File: src/rtl/pwm_fade_ctrl.sv
// pwm_fade_ctrl
//   Sequencer for the load/compare/control inputs of one pwm_gen instance.
//   It ramps the duty (compare) from its current value to a target in fixed
//   steps. One step is taken every (cfg_hold_i + 1) PWM periods. A stop request
//   ramps the duty down to 0 and then disables the PWM. Compare only changes on
//   a PWM period boundary, so every period runs with one consistent duty.
//
//   Optional feature: define PWM_FADE_IRQ_EN to add a sticky interrupt
//   (irq_o / irq_ack_i). irq_o is set by done and cleared by irq_ack_i. If set
//   and ack happen in the same cycle, set wins.
//
// Ports
//   clk_i         clock, shared with pwm_gen
//   rst_ni        asynchronous active-low reset
//   cfg_load_i    PWM period value, latched only on a start from IDLE
//   cfg_target_i  target compare, sampled on every accepted start
//   cfg_step_i    compare increment per step (0 acts as 1)
//   cfg_hold_i    PWM periods per step minus 1
//   cmd_start_i   pulse: enable and ramp to target, or retarget
//   cmd_stop_i    pulse: ramp to 0, then disable (wins over cmd_start_i)
//   irq_ack_i     (PWM_FADE_IRQ_EN only) clears irq_o
//   irq_o         (PWM_FADE_IRQ_EN only) sticky done interrupt
//   load_o        to pwm_gen.load
//   compare_o     to pwm_gen.compare
//   control_o     to pwm_gen.control; bit0 = enable, all other bits 0
//   busy_o        high while ramping up/down (RAMP or FALL)
//   done_o        1-cycle pulse on reaching target or on returning to IDLE
//
// state  | meaning
// -------+------------------------------------------------------------
// S_IDLE | PWM disabled, compare 0, waiting for start
// S_RAMP | stepping compare toward target on period boundaries
// S_ON   | compare holds at target
// S_FALL | stepping compare toward 0; disables once 0 has been reached

module pwm_fade_ctrl #(
    parameter int WIDTH  = 32,
    parameter int HOLD_W = 16
) (
    input  logic              clk_i,
    input  logic              rst_ni,
    input  logic [WIDTH-1:0]  cfg_load_i,
    input  logic [WIDTH-1:0]  cfg_target_i,
    input  logic [WIDTH-1:0]  cfg_step_i,
    input  logic [HOLD_W-1:0] cfg_hold_i,
    input  logic              cmd_start_i,
    input  logic              cmd_stop_i,
`ifdef PWM_FADE_IRQ_EN
    input  logic              irq_ack_i,
    output logic              irq_o,
`endif
    output logic [WIDTH-1:0]  load_o,
    output logic [WIDTH-1:0]  compare_o,
    output logic [WIDTH-1:0]  control_o,
    output logic              busy_o,
    output logic              done_o
);

    typedef enum logic [1:0] {
        S_IDLE = 2'd0,
        S_RAMP = 2'd1,
        S_ON   = 2'd2,
        S_FALL = 2'd3
    } state_t;

    localparam logic [WIDTH-1:0]  ONE_W  = WIDTH'(1);
    localparam logic [HOLD_W-1:0] ONE_HW = HOLD_W'(1);

    state_t            state_q, state_d;
    logic [WIDTH-1:0]  load_q, load_d;
    logic [WIDTH-1:0]  compare_q, compare_d;
    logic [WIDTH-1:0]  target_q, target_d;
    logic [WIDTH-1:0]  step_q, step_d;
    logic [WIDTH-1:0]  pcnt_q, pcnt_d;
    logic [HOLD_W-1:0] hold_q, hold_d;
    logic              en_q, en_d;
    logic              done_q, done_d;

    logic              boundary;
    logic              step_due;
    logic [HOLD_W-1:0] hold_next;
    logic [WIDTH-1:0]  goal;
    logic [WIDTH-1:0]  diff;
    logic [WIDTH-1:0]  stepped;
    logic [WIDTH-1:0]  new_step;
    logic [WIDTH-1:0]  tgt_from_idle;
    logic [WIDTH-1:0]  tgt_retarget;

    // Local copy of pwm_gen's period counter; the boundary is the last cycle of
    // a period, so a compare update lands exactly on the next period start.
    assign boundary  = en_q && (pcnt_q == load_q);
    assign step_due  = boundary && (hold_q == '0);
    assign hold_next = (hold_q == '0) ? cfg_hold_i : (hold_q - ONE_HW);

    assign new_step      = (cfg_step_i == '0) ? ONE_W : cfg_step_i;
    // A start from IDLE clamps against the load being latched in the same cycle;
    // a retarget clamps against the load already in use.
    assign tgt_from_idle = (cfg_target_i < cfg_load_i) ? cfg_target_i : cfg_load_i;
    assign tgt_retarget  = (cfg_target_i < load_q) ? cfg_target_i : load_q;

    // Saturating move toward the goal: lands exactly on the goal when within
    // one step, so it never overshoots or wraps.
    always_comb begin
        goal    = (state_q == S_FALL) ? '0 : target_q;
        diff    = '0;
        stepped = compare_q;
        if (compare_q < goal) begin
            diff    = goal - compare_q;
            stepped = (diff <= step_q) ? goal : (compare_q + step_q);
        end else begin
            diff    = compare_q - goal;
            stepped = (diff <= step_q) ? goal : (compare_q - step_q);
        end
    end

    always_comb begin
        state_d   = state_q;
        load_d    = load_q;
        compare_d = compare_q;
        target_d  = target_q;
        step_d    = step_q;
        hold_d    = hold_q;
        en_d      = en_q;
        done_d    = 1'b0;
        pcnt_d    = (en_q && (pcnt_q < load_q)) ? (pcnt_q + ONE_W) : '0;

        unique case (state_q)
            S_IDLE: begin
                if (cmd_start_i && !cmd_stop_i) begin
                    load_d    = cfg_load_i;
                    target_d  = tgt_from_idle;
                    step_d    = new_step;
                    compare_d = '0;
                    hold_d    = cfg_hold_i;
                    en_d      = 1'b1;
                    pcnt_d    = '0;
                    if (tgt_from_idle == '0) begin
                        state_d = S_ON;
                        done_d  = 1'b1;
                    end else begin
                        state_d = S_RAMP;
                    end
                end
            end

            S_RAMP: begin
                // A command cycle consumes any coincident boundary; hold restarts.
                if (cmd_stop_i) begin
                    state_d = S_FALL;
                    hold_d  = cfg_hold_i;
                end else if (cmd_start_i) begin
                    target_d = tgt_retarget;
                    step_d   = new_step;
                    hold_d   = cfg_hold_i;
                    if (tgt_retarget == compare_q) begin
                        state_d = S_ON;
                        done_d  = 1'b1;
                    end
                end else if (boundary) begin
                    hold_d = hold_next;
                    if (step_due) begin
                        compare_d = stepped;
                        if (stepped == target_q) begin
                            state_d = S_ON;
                            done_d  = 1'b1;
                        end
                    end
                end
            end

            S_ON: begin
                if (cmd_stop_i) begin
                    state_d = S_FALL;
                    hold_d  = cfg_hold_i;
                end else if (cmd_start_i) begin
                    target_d = tgt_retarget;
                    step_d   = new_step;
                    hold_d   = cfg_hold_i;
                    if (tgt_retarget == compare_q) begin
                        done_d = 1'b1;
                    end else begin
                        state_d = S_RAMP;
                    end
                end
            end

            S_FALL: begin
                // Compare reached 0 on an earlier boundary: that final zero-duty
                // period has started, now shut the PWM off.
                if (compare_q == '0) begin
                    state_d = S_IDLE;
                    en_d    = 1'b0;
                    pcnt_d  = '0;
                    done_d  = 1'b1;
                end else if (boundary) begin
                    hold_d = hold_next;
                    if (step_due) begin
                        compare_d = stepped;
                    end
                end
            end

            default: begin
                state_d = S_IDLE;
            end
        endcase
    end

    always_ff @(posedge clk_i or negedge rst_ni) begin
        if (!rst_ni) begin
            state_q   <= S_IDLE;
            load_q    <= '0;
            compare_q <= '0;
            target_q  <= '0;
            step_q    <= '0;
            pcnt_q    <= '0;
            hold_q    <= '0;
            en_q      <= 1'b0;
            done_q    <= 1'b0;
        end else begin
            state_q   <= state_d;
            load_q    <= load_d;
            compare_q <= compare_d;
            target_q  <= target_d;
            step_q    <= step_d;
            pcnt_q    <= pcnt_d;
            hold_q    <= hold_d;
            en_q      <= en_d;
            done_q    <= done_d;
        end
    end

`ifdef PWM_FADE_IRQ_EN
    logic irq_q, irq_d;

    assign irq_d = done_d | (irq_q & ~irq_ack_i);

    always_ff @(posedge clk_i or negedge rst_ni) begin
        if (!rst_ni) begin
            irq_q <= 1'b0;
        end else begin
            irq_q <= irq_d;
        end
    end

    assign irq_o = irq_q;
`endif

    assign load_o    = load_q;
    assign compare_o = compare_q;
    assign control_o = {{(WIDTH-1){1'b0}}, en_q};
    assign busy_o    = (state_q == S_RAMP) || (state_q == S_FALL);
    assign done_o    = done_q;

endmodule
File: config.mk
export PLATFORM = sky130hd
export DESIGN_NAME = pwm_fade_ctrl
export DESIGN_NICKNAME = d
export VERILOG_FILES = /design/src/rtl/pwm_fade_ctrl.sv
export SDC_FILE = /design/constraint.sdc
export NUM_CORES = 1
export LEC_CHECK = 0
export CORE_MARGIN = 2
export CORE_UTILIZATION = 45
export CTS_BUF_LIST = sky130_fd_sc_hd__clkbuf_4
export DETAILED_ROUTE_END_ITERATION = 10
export PLACE_DENSITY = 0.76
export RECOVER_POWER = 25
export SYNTH_ARGS = -nofsm -noshare
export SYNTH_HDL_FRONTEND = slang
export SYNTH_SLANG_ARGS = --single-unit
File: constraint.sdc
create_clock -name clk_i -period 19.4 [get_ports clk_i]
set_input_delay 3.88 -clock clk_i [delete_from_list [all_inputs] [get_ports clk_i]]
set_output_delay 3.88 -clock clk_i [all_outputs]
set_load 0.005 [all_outputs]
==> reports/results.txt, run 1 <==
The die covers 0.0511 mm². The library cell used most frequently in the layout, excluding fill and tap cells, is sky130_fd_sc_hd__nand2_1. For the final hold slack, the log shows 0.530 ns. Clock tree synthesis selected as its root buffer the cell sky130_fd_sc_hd__clkbuf_4. The number of clock sinks seen by CTS is 180. After synthesis, the cell types taking the most area are sky130_fd_sc_hd__dfrtp_1, sky130_fd_sc_hd__ha_1, sky130_fd_sc_hd__o21ai_0.

Clock skew on the completed layout was measured at 0.0294 ns. The flow ran to the end, but the final reports show violations. For the worst setup path, the data required time is 20.05 ns. The run gives 2926 as the instance count of the mapped netlist. The length of the first detailed-routing pass in iterations was 6; the number of hold buffers added after cts was 0. Once the clock tree was built, the setup fixing pass inserted 0 buffers. Of the available clock period, the critical path in the final layout requires 47.2%. The synthesized flop and latch total was 180. The count of yosys warnings during synthesis is 0, and the total negative slack is 0 ns.

In this run the number of H-tree levels came out at 4. The most numerous cell type found on the critical path is sky130_fd_sc_hd__a21o_1. sky130_fd_sc_hd__dfrtp_1 takes more of the synthesized area than any other cell. The number of enable-type register cells in the synthesized netlist came out at 0. The worst path in the final design needs a cycle of 9.15 ns, including I/O delays and setup.

In this run the tool buffered the top-level ports with 182 buffer cells. The routed length per instance was 23.1 µm; the post-route antenna net violation count was 0. The maximum cell stage delay along the critical path is 0.69 ns, and the horizontal extent of the die is 226 µm. The first global-routing pass estimated 128 mm of wire. TritonCTS built the clock tree. Pin placement for this block handled 214 I/O pins.

The final count of pins violating max slew is 123. The tools report the element type at the critical path end as a register. Derived from the worst setup path, the maximum achievable clock frequency is 109 MHz. Setup repair after global routing left no endpoint under its margin. The post-route DRC violation count was 0. The run gives 45.4% as the starting utilization of the core area. The synthesized netlist occupies a cell area of 0.0222 mm². The number of antenna violations at the first check in global routing is 2.

The row count came out at 81. The run gives 21400 as the number of global-route vias before repair. From synthesis to final layout, the design area changed by 11.4%. Startpoint class of the critical path: a register. Area of all placed cells without fillers: 0.0247 mm². Clock-pin slew was measured on the worst setup and hold paths at 0.18 ns. Synthesis instantiated 90 different standard cells from the library.

Of all nets on the critical path, the largest fanout is 40. Setup violations remaining at the end of the flow were counted as 0. The worst-case headroom to the max-slew limit is -175%, and the core box area is 0.0488 mm².

Post-CTS repair changed the size of 0 cells. The die height works out to 226 µm. The placed instances occupy a cell area of 0.0244 mm². For this design, the slowest cell found on the critical path is sky130_fd_sc_hd__a21bo_2. The critical path contains buffers and inverters numbering 5 combined. The post-route netlist has 4.63% of its cells at a drive strength greater than 1. The number of hold-slack violations in the final timing report was 0. Global routing finished with a remaining overflow of 0. The type of the tightest min-delay check is reg -> reg.

For the worst setup path, the data arrival time is 9.80 ns. The worst setup path is of the reg -> reg kind. The tool flagged a number of max-cap violations equal to 2. After detailed routing, the number of vias per cell comes to 6.31. In the layout the commonest cells are sky130_fd_sc_hd__nand2_1, sky130_fd_sc_hd__ha_1, sky130_fd_sc_hd__o21ai_0. The final net count came out at 3415.

Buffers inserted during clock tree synthesis total 17. For the routability-driven placement congestion ratio, the log shows 1.01. Entering global routing, the biggest net connects 79 pins. The vias after detailed routing is 23300, and the transition time of the tightest slew-check pin is 4.13 ns. Sequential elements use 20.3% of the synthesized area. Counting flops with an async set or reset pin after synthesis yields a share of 100%. Summed over all nets, the half-perimeter wirelength after detailed placement is 67.9 mm. Clock latency on the worst-skew pair, taken at its later pin, is 0.74 ns. The checks that failed: max-capacitance violations, max-slew violations. The clock tree buffer depth was 2. The run gives 50.6% as the utilization after layout.

Global routing used 32.9% of the available tracks. The total wirelength of the detailed-routed design was 85.3 mm; the iteration-0 DRC count of the detailed router was 2629. Broken down by cell family, the worst path's largest delay share belongs to compound AO/OA/AOI/OAI gates.

The per-instance average area after synthesis was 7.58 µm². The most used flip-flop cell after synthesis is sky130_fd_sc_hd__dfrtp_1. The share of synthesized area in the top cell type comes to 20.3%. The reg-to-reg setup timing slack was 10.25 ns.
synthesized netlist by cell type, types with 37 or more instances:
master and number:
sky130_fd_sc_hd__clkbuf_1 117, sky130_fd_sc_hd__nand2b_1 37, sky130_fd_sc_hd__xnor2_1 103, sky130_fd_sc_hd__nor3_1 61, sky130_fd_sc_hd__dfrtp_1 180, sky130_fd_sc_hd__mux2_2 44
sky130_fd_sc_hd__nand3_1 60, sky130_fd_sc_hd__nand2_1 313, sky130_fd_sc_hd__a21o_1 79, sky130_fd_sc_hd__inv_1 213, sky130_fd_sc_hd__a21oi_1 220, sky130_fd_sc_hd__ha_1 283
sky130_fd_sc_hd__o21ai_0 256, sky130_fd_sc_hd__nor4_1 56, sky130_fd_sc_hd__xor2_1 66, sky130_fd_sc_hd__nor2_1 218, sky130_fd_sc_hd__nand4_1 65
through the flow:
stage                     cells  worst slack [ns]
after floorplan            2956             11.60
after detailed placement   3658             10.58
final                      3692             10.25
after CTS                  3690             10.49
after global placement     3658             10.68
after global routing       3692              9.56
cells by family (layout without fill, tap and decap cells):
group / count (synthesis) / after routing / share of synthesized area [%]
DFF: 180 / 180 / 20.3
buffers and inverters: 386 / 456 / 7.18
adders and majority gates: 286 / 286 / 16.2
muxes: 58 / 58 / 2.86
other: 1 / 33 / 0.0169
and+or+nand+nor: 937 / 937 / 20.2
xor gates and xnor gates: 171 / 171 / 6.88
AOI/OAI and AO/OA: 907 / 907 / 26.4
path summary, 6_finish.rpt:
kind	from	to	cells past startpoint
min reg2reg	pcnt_q[0]	pcnt_q[0]	1
max	state_q[0]	state_q[1]	35
min in group asynchronous	rst_ni	step_q[15]	1
min	pcnt_q[0]	pcnt_q[0]	1
max in group asynchronous	rst_ni	load_o[2]	2
max reg2reg	state_q[0]	state_q[1]	35
routing by layer:
layer	up-vias	part of all wire (%)	track usage, %
met5	-	0	0
met4	0	5.1	15.7
met3	206	10	6.66
met2	1376	43	50.1
met1	11000	41	44.6
li1	10800	-	-
cell type report:
cell class / count / area, µm²
clock buffer: 17 / 128
fill: 4838 / 24100
sequential: 180 / 4500
multi-input combinational: 2390 / 16300
antenna: 2 / 5.00
inverter: 213 / 800
timing repair buffer: 211 / 2030
tap: 664 / 831
clock inverter: 15 / 169
registers in the layout, indices dropped and copies added (netlist names):
register / flops
compare_o: 32
load_o: 32
pcnt_q: 32
step_q: 32
target_q: 32
hold_q: 16
state_q: 2
done_o: 1
en_q: 1
Power of run 1 is left out: the tool's default activity adds up to more than one toggle a clock period on the data nets, which glitch-free logic cannot reach.
==> run 2: changes to the inputs <==
==> constraint.sdc (replaced) <==
create_clock -name clk_i -period 8.96 [get_ports clk_i]
set_input_delay 1.792 -clock clk_i [delete_from_list [all_inputs] [get_ports clk_i]]
set_output_delay 1.792 -clock clk_i [all_outputs]
set_load 0.005 [all_outputs]
==> run 2 against run 1 <==
Against the previous run: the flow still finishes with violations (max-capacitance violations, max-slew violations); critical path depth fell by 1; hold slack got worse by 0.0031 ns; non-clock buffer count rose by 8; clock skew rose by 0.0061 ns; via count fell by 0.35%.
==> reports/results.txt, run 2 (synthesized netlist as in run 1, its figures left out) <==
The post-route antenna net violation count came out at 0 (unchanged). The total number of cells along the worst setup path was 34 (was 35). The iteration-0 DRC count of the detailed router came out at 2983 (was 2629). Highest-count cells in the layout ignoring fill and taps: sky130_fd_sc_hd__nand2_1, sky130_fd_sc_hd__ha_1, sky130_fd_sc_hd__o21ai_0 (unchanged). Cell occurring most often along the worst timing path: sky130_fd_sc_hd__a21o_1 (unchanged). The tools report the worst-case headroom to the max-slew limit as -207% (was -175%).

Leftover overflow at the end of global routing: 0 (unchanged). The number of global-route vias before repair came out at 21800 (was 21400). Last element of the critical path: state_q[1] (unchanged). The tools report the clock tree buffer depth as 2 (unchanged). The commonest non-fill, non-tap cell in the layout was sky130_fd_sc_hd__nand2_1 (unchanged). Worst setup skew after layout: 0.0355 ns (was 0.0294 ns). The tools report the start point of the critical path as state_q[1] (was state_q[0]).

The total negative slack was 0 ns (unchanged). The largest fanout of any net on the critical path was 19 (was 40). For the number of antenna violations at the first check in global routing, the log shows 3 (was 2). The vias per cell was 6.27 (was 6.31). The run gives 9.65 ns (was 20.05 ns) as the worst endpoint required time. The logs give 0.0488 mm² (unchanged) for the core box area and 7 (was 6) for the length of the first detailed-routing pass in iterations. The post-route DRC violation count was 0 (unchanged).

The reg-to-reg setup timing slack is 0.56 ns (was 10.25 ns). The number of setup violations in the final report came out at 0 (unchanged). The share of the clock period used by the worst path was 93.8% (was 47.2%).

The tools report the post-cts repair resize count as 0 (unchanged). The area added between synthesis and finish is 11.6% (was 11.4%). All-layer global routing usage: 34.2% (was 32.9%). The element type at the critical path end was a register (unchanged). The achievable clock frequency is 119 MHz (was 109 MHz). For the signal arrival time at the worst endpoint, the log shows 9.10 ns (was 9.80 ns). For the worst-skew pair later-pin latency, the log shows 0.82 ns (was 0.74 ns). The shortest period the worst path allows was 8.40 ns (was 9.15 ns).

The worst reg2reg path depth is 34 (was 35). The buffering stage count on the worst path with inverters included is 5 (unchanged). TritonCTS built the clock tree. Layer carrying the most global-route usage: met2 (unchanged). Horizontal extent of the die: 226 µm (unchanged).

Type of the worst setup path: reg -> reg (unchanged). The maximum cell stage delay along the critical path is 0.52 ns (was 0.69 ns), and the clock buffer count from CTS is 17 (unchanged). The number of setup buffers added after CTS was 0 (unchanged). The startpoint class of the critical path is a register (unchanged).

Violations in the final reports: max-capacitance violations, max-slew violations (unchanged). Clock-pin slew reported for the worst setup and hold paths after clock tree synthesis: 0.16 ns (was 0.18 ns). The starting utilization of the core area was 45.4% (unchanged). Pin count of the biggest net entering global routing: 85 (was 79). The total I/O pin count was 214 (unchanged). The die height is 226 µm (unchanged). The logs give 7.85% (was 6.66%) for the met3 usage and 46.0% (was 44.6%) for the met1 layer usage reported by global route. The number of clock sinks seen by CTS is 180 (unchanged), and the post-DP HPWL is 70.2 mm (was 67.9 mm). The run finished, with violations left.

The final count of pins violating max slew is 121 (was 123), and the number of max-capacitance violations reported is 2 (unchanged). The tools report the root buffer cell as sky130_fd_sc_hd__clkbuf_4 (unchanged). The logs give 0 (unchanged) for the number of hold-slack violations in the final timing report and 0.00450 mm² (unchanged) for the register area. Largest delay contributor family on the critical path: compound AO/OA/AOI/OAI gates (unchanged). The row count is 81 (unchanged), and the first-pass GRT wire length is 131 mm (was 128 mm).

The count of buffers inserted at the top-level ports works out to 182 (unchanged). The cell at the slowest stage of the critical path was sky130_fd_sc_hd__or3b_2 (was sky130_fd_sc_hd__a21bo_2). The floorplan die area was 0.0511 mm² (unchanged); the fraction of layout instances using a drive strength above 1 was 4.94% (was 4.63%).

The vias after detailed routing was 23200 (was 23300). Multi-input gate area in the final layout: 0.0163 mm² (about the same). The logs give 3423 (was 3415) for the final net count and 4859 (was 4838) for the filler cell count in the final layout. The end of the worst register-to-register path was state_q[1] (unchanged).

Transition time of the tightest slew-check pin: 4.60 ns (was 4.13 ns). The run gives 0 (unchanged) as the number of hold buffers added after cts. Setup repair after global routing left no endpoint under its margin. Fraction of met2 tracks used by global routing: 51.0% (was 50.1%). The tools report the deepest level of the CTS H-tree as 4 (unchanged). The routability-driven placement congestion ratio came out at 1.05 (was 1.01). The routed length per instance works out to 23.6 µm (was 23.1 µm).

The total wirelength of the detailed-routed design came out at 87.4 mm (was 85.3 mm). Launch point of the worst reg-to-reg path: state_q[1] (was state_q[0]). The type of the tightest min-delay check is reg -> reg (unchanged).
==> run 2: worst min-delay path by stage <==
stage / startpoint / endpoint / slack (ns) / cells after the start
finish: pcnt_q[0] / pcnt_q[0] / 0.53 / 1
detailed placement: pcnt_q[0] / pcnt_q[0] / 0.50 / 1
global placement: load_o[8] / load_o[8] / 0.49 / 2
CTS: pcnt_q[0] / pcnt_q[0] / 0.53 / 1
floorplan: pcnt_q[0] / pcnt_q[0] / 0.47 / 1
global route: pcnt_q[0] / pcnt_q[0] / 0.55 / 1
==> run 2: worst reg2reg max path: cells and delay by family, from the launching register on <==
family	cells	cell delay, ns
adders and majority gates	4	1.10
xor gates and xnor gates	1	0.12
DFF	1	0.47
buffers and inverters	5	0.84
and+or+nand+nor	9	2.54
AOI/OAI and AO/OA	15	3.23
==> run 2: layer usage <==
metal / wire, µm / vias up
met5: 0 / -
met4: 4580 / 0
met2: 37200 / 1284
met1: 36200 / 10900
li1: - / 10800
met3: 9410 / 226
==> run 2: metrics by stage <==
step	setup slack, ns	instance area, µm²	cells	util [%]	hold WS, ns
floorplan	1.16	22300	2956	-	0.467
global placement	0.748	24500	3666	50.1	0.489
detailed placement	0.555	24500	3666	50.1	0.503
CTS	0.525	24800	3698	50.7	0.527
global route	0.0348	24800	3702	50.7	0.555
finish	0.556	24800	3703	50.7	0.527
==> run 2: area by class of cell <==
type | count | share of cell area (%)
Antenna cell | 5 | 0.0505
Clock buffer | 18 | 0.545
Clock inverter | 14 | 0.596
Inverter | 213 | 3.23
Multi-Input combinational cell | 2390 | 65.6
Sequential cell | 180 | 18.2
Tap cell | 664 | 3.35
Timing Repair Buffer | 219 | 8.43
Power of run 2 is left out for the same reason.
